==> config.mk <==
export PLATFORM = sky130hd
export DESIGN_NAME = chacha_block_core
export DESIGN_NICKNAME = d
export VERILOG_FILES = /design/src/rtl/chacha_block_core.sv
export SDC_FILE = /design/constraint.sdc
export NUM_CORES = 2
export LEC_CHECK = 0
export ABC_CLOCK_PERIOD_IN_PS = 12700
export CORE_MARGIN = 1
export CORE_UTILIZATION = 60
export CTS_BUF_LIST = sky130_fd_sc_hd__clkbuf_8
export DETAILED_ROUTE_END_ITERATION = 10
export PLACE_DENSITY = 0.86
export SLEW_MARGIN = 40
export SYNTH_ARGS = -nofsm -noshare
export SYNTH_HDL_FRONTEND = slang
export SYNTH_HIERARCHICAL = 1
export SYNTH_SLANG_ARGS = --single-unit
==> constraint.sdc <==
create_clock -name clk -period 12.7 [get_ports clk]
set_clock_uncertainty 0.15 [all_clocks]
set_input_delay 2.54 -clock clk [delete_from_list [all_inputs] [get_ports clk]]
set_output_delay 2.54 -clock clk [all_outputs]
set_load 0.02 [all_outputs]
==> src/rtl/chacha_block_core.sv <==
`default_nettype none
// ============================================================================
// chacha_block_core : word-serial ChaCha block function, one quarter-round
//                     per cycle, feed-forward added on the output stream.
// Revision: 1.0
// ============================================================================

module chacha_qr (
    input  logic [31:0] a,
    input  logic [31:0] b,
    input  logic [31:0] c,
    input  logic [31:0] d,
    output logic [31:0] a_out,
    output logic [31:0] b_out,
    output logic [31:0] c_out,
    output logic [31:0] d_out
);
    logic [31:0] w_a1, w_d1x, w_d1, w_c1, w_b1x, w_b1;
    logic [31:0] w_a2, w_d2x, w_d2, w_c2, w_b2x, w_b2;

    assign w_a1  = a + b;
    assign w_d1x = d ^ w_a1;
    assign w_d1  = {w_d1x[15:0], w_d1x[31:16]};
    assign w_c1  = c + w_d1;
    assign w_b1x = b ^ w_c1;
    assign w_b1  = {w_b1x[19:0], w_b1x[31:20]};
    assign w_a2  = w_a1 + w_b1;
    assign w_d2x = w_d1 ^ w_a2;
    assign w_d2  = {w_d2x[23:0], w_d2x[31:24]};
    assign w_c2  = w_c1 + w_d2;
    assign w_b2x = w_b1 ^ w_c2;
    assign w_b2  = {w_b2x[24:0], w_b2x[31:25]};

    assign a_out = w_a2;
    assign b_out = w_b2;
    assign c_out = w_c2;
    assign d_out = w_d2;
endmodule

module chacha_block_core #(
    parameter int DOUBLE_ROUNDS = 10
) (
    input  logic        clk,
    input  logic        rst,
    input  logic [31:0] in_data,
    input  logic        in_valid,
    output logic        in_ready,
    output logic [31:0] out_data,
    output logic        out_valid,
    input  logic        out_ready,
    output logic        busy
);
    localparam int STEP_W = $clog2(8 * DOUBLE_ROUNDS);
    localparam logic [STEP_W-1:0] C_LAST_STEP = STEP_W'(8 * DOUBLE_ROUNDS - 1);

    typedef enum logic [1:0] {
        ST_LOAD  = 2'd0,
        ST_ROUND = 2'd1,
        ST_OUT   = 2'd2
    } state_t;

    state_t            r_state, w_next_state;
    logic [31:0]       r_orig [16];
    logic [31:0]       r_work [16];
    logic [3:0]        r_idx;
    logic [STEP_W-1:0] r_step;
    logic              w_load, w_round, w_out;

    // Quarter-round operand selection: a is always the low column index; the
    // diagonal steps rotate b, c and d by 1, 2 and 3 lanes respectively.
    logic [1:0]  w_j;
    logic        w_diag;
    logic [1:0]  w_jb, w_jc, w_jd;
    logic [3:0]  w_ia, w_ib, w_ic, w_id;
    logic [31:0] w_qa, w_qb, w_qc, w_qd;

    assign w_j    = r_step[1:0];
    assign w_diag = r_step[2];
    assign w_jb   = w_j + {1'b0, w_diag};
    assign w_jc   = w_j + {w_diag, 1'b0};
    assign w_jd   = w_j + {w_diag, w_diag};
    assign w_ia   = {2'b00, w_j};
    assign w_ib   = {2'b01, w_jb};
    assign w_ic   = {2'b10, w_jc};
    assign w_id   = {2'b11, w_jd};

    chacha_qr u_qr (
        .a     (r_work[w_ia]),
        .b     (r_work[w_ib]),
        .c     (r_work[w_ic]),
        .d     (r_work[w_id]),
        .a_out (w_qa),
        .b_out (w_qb),
        .c_out (w_qc),
        .d_out (w_qd)
    );

    always_ff @(posedge clk) begin
        if (rst) r_state <= ST_LOAD;
        else     r_state <= w_next_state;
    end

    always_comb begin
        w_next_state = r_state;
        w_load       = 1'b0;
        w_round      = 1'b0;
        w_out        = 1'b0;
        case (r_state)
            ST_LOAD: begin
                w_load = 1'b1;
                if (in_valid && r_idx == 4'd15) w_next_state = ST_ROUND;
            end
            ST_ROUND: begin
                w_round = 1'b1;
                if (r_step == C_LAST_STEP) w_next_state = ST_OUT;
            end
            ST_OUT: begin
                w_out = 1'b1;
                if (out_ready && r_idx == 4'd15) w_next_state = ST_LOAD;
            end
            default: w_next_state = ST_LOAD;
        endcase
    end

    // Held-reset must not advertise readiness even though the state is LOAD.
    assign in_ready  = w_load & ~rst;
    assign busy      = w_round;
    assign out_valid = w_out;
    assign out_data  = w_out ? (r_work[r_idx] + r_orig[r_idx]) : 32'd0;

    always_ff @(posedge clk) begin
        if (rst) begin
            r_idx  <= 4'd0;
            r_step <= '0;
        end else begin
            if (w_load && in_valid) begin
                r_orig[r_idx] <= in_data;
                r_work[r_idx] <= in_data;
                r_idx         <= r_idx + 4'd1;
                r_step        <= '0;
            end
            if (w_round) begin
                r_work[w_ia] <= w_qa;
                r_work[w_ib] <= w_qb;
                r_work[w_ic] <= w_qc;
                r_work[w_id] <= w_qd;
                r_idx        <= 4'd0;
                r_step       <= (r_step == C_LAST_STEP) ? '0 : r_step + 1'b1;
            end
            if (w_out && out_ready) r_idx <= r_idx + 4'd1;
        end
    end
endmodule
`default_nettype wire

* After elaboration in Yosys (flattened, before gate mapping)
Memories as Yosys holds them, arrays and structs flattened. A register that Yosys moved wholly into a read port is not among the register bits. Index checks and enable logic that the tools add are counted.
Operators by class: add/subtract/negate cells 10, eq/ne operators 7, mux-type cells 29, bitwise gates (word level) 6, reduce and logical (&&, ||, !) cells 9
Operators with widths (number):
- adder 32 bit | 5
- bitwise XOR 32 bit | 4
- 2-to-1 mux 32 bit | 2
- 2-to-1 mux 4 bit | 10
- OR reduction 32 bit | 1
- 2-to-1 mux 7 bit | 3
- 2-to-1 mux 1 bit | 10
- adder 7 x 1 -> 7 bit, second input constant | 1
- equality test 7 bit, second input constant | 1
- 2-to-1 mux 2 bit | 3
- != test 2 bit, second input constant | 3
- case mux 2 bit (3 select lines) | 1
- adder 2 bit | 2
- adder 4 x 1 -> 4 bit, second input constant | 1
- equality test 4 bit, second input constant | 1
- logical AND 1 bit | 4
- AND reduction 3 bit | 1
- nonzero test 3 bit | 1
- adder 2 x 1 -> 2 bit | 1
- equality test 2 x 1 -> 1 bit, second input constant | 1
- equality test 2 bit, second input constant | 1
- zero test 2 bit | 1
- nonzero test 2 bit | 1
- bitwise AND 1 bit | 1
- NOT 1 bit | 1
Word-level totals: register bits 13, memory bits (writable) 1024, input bits 36, output and inout port bits 35, word-level logic and storage cells 66, memories 2
Memories:
- r_orig | words 16, width 32, rd ports 1, clocked after Yosys merged registers in 1, wr ports 1, RTL line 63 | logic [31:0] r_orig [16];
- r_work | words 16, width 32, rd ports 5, clocked after Yosys merged registers in 2, wr ports 4, RTL line 64 | logic [31:0] r_work [16];

* Logic depth before layout (Yosys ltp)
An unclocked memory read counts as a cell.
depth in word-level cells 10, depth in mapped cells 47

* Hierarchy
Netlist, hierarchy kept.
By module, submodules not included:
- chacha_block_core | times used 1, cells an instance 3001, area an instance 48776.8 um^2, seq. area each 31129.9 um^2
- chacha_qr | times used 1, cells an instance 995, area an instance 7574.8 um^2, seq. area each 0.0 um^2

* Least setup slack after synthesis
OpenSTA, ideal clock, no wires.
kind register -> register, start reg r_step[2], end mem r_work[6][5] (data pin), arrival 10.998 ns, setup slack 1.281 ns, cell stages (with the launch flop) 45, buffers on the path 2, cells stage by stage dfxtp_1 > ha_1 > clkbuf_1 > buf_1 > mux4_2 > ha_1 > a2111oi_0 > o21ai_1 > a211oi_1 > nor2b_2 > a22o_1 > a31oi_1 > xnor2_1 > xor2_1 > ha_1 > a21o_1 > a21o_1 > a2111oi_0 > [9 not listed] > a21oi_2 > nor4_1 > or4_4 > a31oi_2 > xnor3_1 > xor2_1 > ha_1 > nand2_1 > nand4b_1 > a21oi_1 > o31ai_1 > a221o_1 > a221oi_2 > nor2_1 > a311oi_2 > xor2_1 > nor2_1 > a21oi_1
RTL lines:
- start, declared | RTL line 66 | logic [STEP_W-1:0] r_step;
- start signal, assigned | RTL line 148 | r_step <= (r_step == C_LAST_STEP) ? '0 : r_step + 1'b1;
- end, declared | RTL line 64

==> results.sh <==
export IMPL_synth_area_mm2=0.0564
export IMPL_slew_viol_final=0
export IMPL_die_area_mm2=0.0951
export IMPL_final_cell_area_mm2=0.0636
export IMPL_powerDensity_mw_per_mm2=176
export IMPL_synth_async_reset_ratio=0
export IMPL_setup_viol=0
export IMPL_pwr_share_seq=0.342
export IMPL_critPathMaxFanout=6
export IMPL_synth_edf_count=1024
export IMPL_overflow=0
export IMPL_crit_top_cell="buf_4"
export IMPL_die_h_um=308
export IMPL_grt_max_degree=113
export IMPL_drt_pass1_iterations=8
export IMPL_finalNetCount=4440
export IMPL_r2r_cells=45
export IMPL_wl_per_cell_um=33.6
export IMPL_power_internal_mw=6.82
export IMPL_synth_cell_type_count=97
export IMPL_place_gp_congestion=1.07
export IMPL_ant_nets=0
export IMPL_switching_share=0.391
export IMPL_arrival_ns=12.88
export IMPL_hold_path_depth=2
export IMPL_crit_family="compound AO/OA/AOI/OAI gates"
export IMPL_fin_cells=5622
export IMPL_status="finished clean"
export IMPL_cp_end_kind="flip-flop"
export IMPL_dp_cells=5302
export IMPL_reg2reg_from="r_step[2]"
export IMPL_worstSkewPairLatency_ns=0.90
export IMPL_min_path_type="reg -> reg"
export IMPL_numCtsBuffers=166
export IMPL_clockBufferDepth=3
export IMPL_clk_pin_slew_ns=0.06
export IMPL_synth_ff_type="edfxtp_1"
export IMPL_startpoint_type="flip-flop"
export IMPL_vias=39876
export IMPL_placed_cell_area_mm2=0.0600
export IMPL_syn_inst=3996
export IMPL_clkPwrFrac=0.238
export IMPL_pwr_share_comb=0.420
export IMPL_ir_drop_uv=136
export IMPL_area_growth_pct=12.9
export IMPL_vias_per_cell=7.09
export IMPL_final_common_cell="edfxtp_1"
export IMPL_worst_pin_slew_ns=1.02
export IMPL_synth_nets=4201
export IMPL_clock_fmax_mhz=81.2
export IMPL_multiInputGateArea_mm2=0.0247
export IMPL_worstPathRequired_ns=13.27
export IMPL_initial_utilization=0.605
export IMPL_holdPathEnd="r_step[3]"
export IMPL_rows=112
export IMPL_cp_buffers_inverters=5
export IMPL_drive_gt1_frac=0.249
export IMPL_ff2ff_setup_slack_ns=0.39
export IMPL_p_sw_mw=4.38
export IMPL_htreeDepth=4
export IMPL_portBuffers=70
export IMPL_hold_path_startpoint="r_step[3]"
export IMPL_p_leak_nw=21.9
export IMPL_post_route_min_period_ns=12.31
export IMPL_grt_pass1_wl_mm=266
export IMPL_dpl_hpwl_mm=133
export IMPL_routed_wl_mm=189
export IMPL_synth_warnings=6
export IMPL_timing_final_crit_share=0.970
export IMPL_grt_antenna_before_repair=7
export IMPL_cts_tree="built"
export IMPL_register_area_mm2=0.0312
export IMPL_drc_errors=0
export IMPL_syn_area_per_cell_um2=14.1
export IMPL_maxSlewHeadroom=0.316
export IMPL_finalHoldViolations=0
export IMPL_holdBufCountCts=0
export IMPL_drt_iter0_drc=7056
export IMPL_fillers=6145
export IMPL_cpMaxStageDelayCell="xnor2_1"
export IMPL_grt_pass1_vias=38399
export IMPL_final_cell_mix="edfxtp_1 (1024), a21oi_1 (534), nor2_1 (472), mux4_2 (446), buf_4 (234)"
export IMPL_die_w_um=308
export IMPL_cts_sinks=1043
export IMPL_pin_count=71
export IMPL_track_usage=0.401
export IMPL_core_area_mm2=0.0932
export IMPL_cts_root_buf="clkbuf_8"
export IMPL_r2r_end="r_work[7][6]"
export IMPL_worstSetupPathType="reg -> reg"
export IMPL_ys_ff_latch=1043
export IMPL_ys_seq_area_frac=0.552
export IMPL_cpPeakStageDelay_ns=0.79
export IMPL_maxCapViolCount=0
## registers in the layout (all words and copies together) (netlist names), named ones only
signal / count
r_orig: 512
r_idx: 4
r_state: 2
r_work: 512
r_step: 7
## power by group through the flow
stage	clock network, mW	logic, mW	registers (mW)
after global routing	2.82	4.87	3.83
after detailed placement	0	4.45	3.90
after floorplan	0	2.27	3.88
final	2.67	4.70	3.83
after CTS	2.68	4.49	3.83
after global placement	0	4.42	3.90
## worst min-delay path, stage by stage (launching register included)
cell and delay [ns]:
dfxtp_1 0.33, o21ai_0 0.08, a21oi_1 0.06
## cells in the mapped netlist, types with 23 or more instances
cell type | number | area (µm²)
xor2_1 | 170 | 1490
xnor2_1 | 91 | 797
mux2i_1 | 35 | 350
inv_1 | 79 | 297
buf_2 | 59 | 295
a21oi_1 | 541 | 2710
ha_1 | 164 | 2050
mux4_2 | 446 | 10000
o21ai_0 | 74 | 370
nor3_1 | 41 | 205
nand3_1 | 43 | 215
edfxtp_1 | 1024 | 30700
and3_1 | 31 | 194
and2_1 | 23 | 144
nor2_1 | 476 | 1790
nand2_1 | 98 | 368
a21o_1 | 81 | 608
clkbuf_1 | 177 | 664
## timing repair
item / CTS / global route
pin swaps: 2 / 14
endpoints found under the hold margin: 0 / 0
setup endpoints to repair: 118 / 186
gates resized for setup: 7 / 51
buffers inserted: 2 / 12
## metal layers
layer	part of all wire	track usage
met4	0.054	0.187
met3	0.13	0.111
met2	0.46	0.623
met5	0.00025	0
met1	0.35	0.527
## how the worst max path moves through the flow
stage,start,end,cells after the start
floorplan,r_step[2],r_work[6][5],44
global placement,r_step[2],r_work[5][0],51
detailed placement,r_step[2],r_work[7][6],50
CTS,r_step[2],r_work[4][5],45
global route,r_step[2],r_work[4][3],49
finish,r_step[2],r_work[7][6],45
## metrics by stage
| step | setup WS, ns | setup TNS (ns) | utilization | hold slack [ns] | power, mW |
|---|---|---|---|---|---|
| final | 0.385 | 0 | 0.682 | 0.364 | 11.2 |
| after CTS | 0.0409 | 0 | 0.677 | 0.359 | 11.0 |
| after global routing | -0.0188 | -0.0188 | 0.682 | 0.388 | 11.5 |
| after detailed placement | -0.422 | -14.49 | 0.644 | 0.347 | 8.34 |
| after floorplan | 1.28 | 0 | - | 0.321 | 6.15 |
| after global placement | -0.311 | -8.06 | 0.641 | 0.336 | 8.31 |
## cell families (layout without fill, tap and decap cells)
group | after synthesis | after routing | share of synthesized area
other | 0 | 5 | 0
adder cells (fa/ha/maj) | 169 | 169 | 0.0382
AND/OR/NAND/NOR | 806 | 806 | 0.0634
multiplexers | 481 | 481 | 0.184
AO/OA/AOI/OAI | 891 | 891 | 0.0938
flip-flops | 1043 | 1043 | 0.552
buffers and inverters | 338 | 705 | 0.0243
XOR/XNOR | 268 | 268 | 0.0434
## area by class of cell
cell class | instances | area share
diodes | 5 | 0.000197
clock buffers | 170 | 0.0368
clock inverters | 126 | 0.0104
inverters | 80 | 0.00472
multi-input cells | 2615 | 0.388
flip-flops and latches | 1043 | 0.490
well taps | 1254 | 0.0247
repair buffers | 329 | 0.0448
Power figures use the tool's default switching activity.
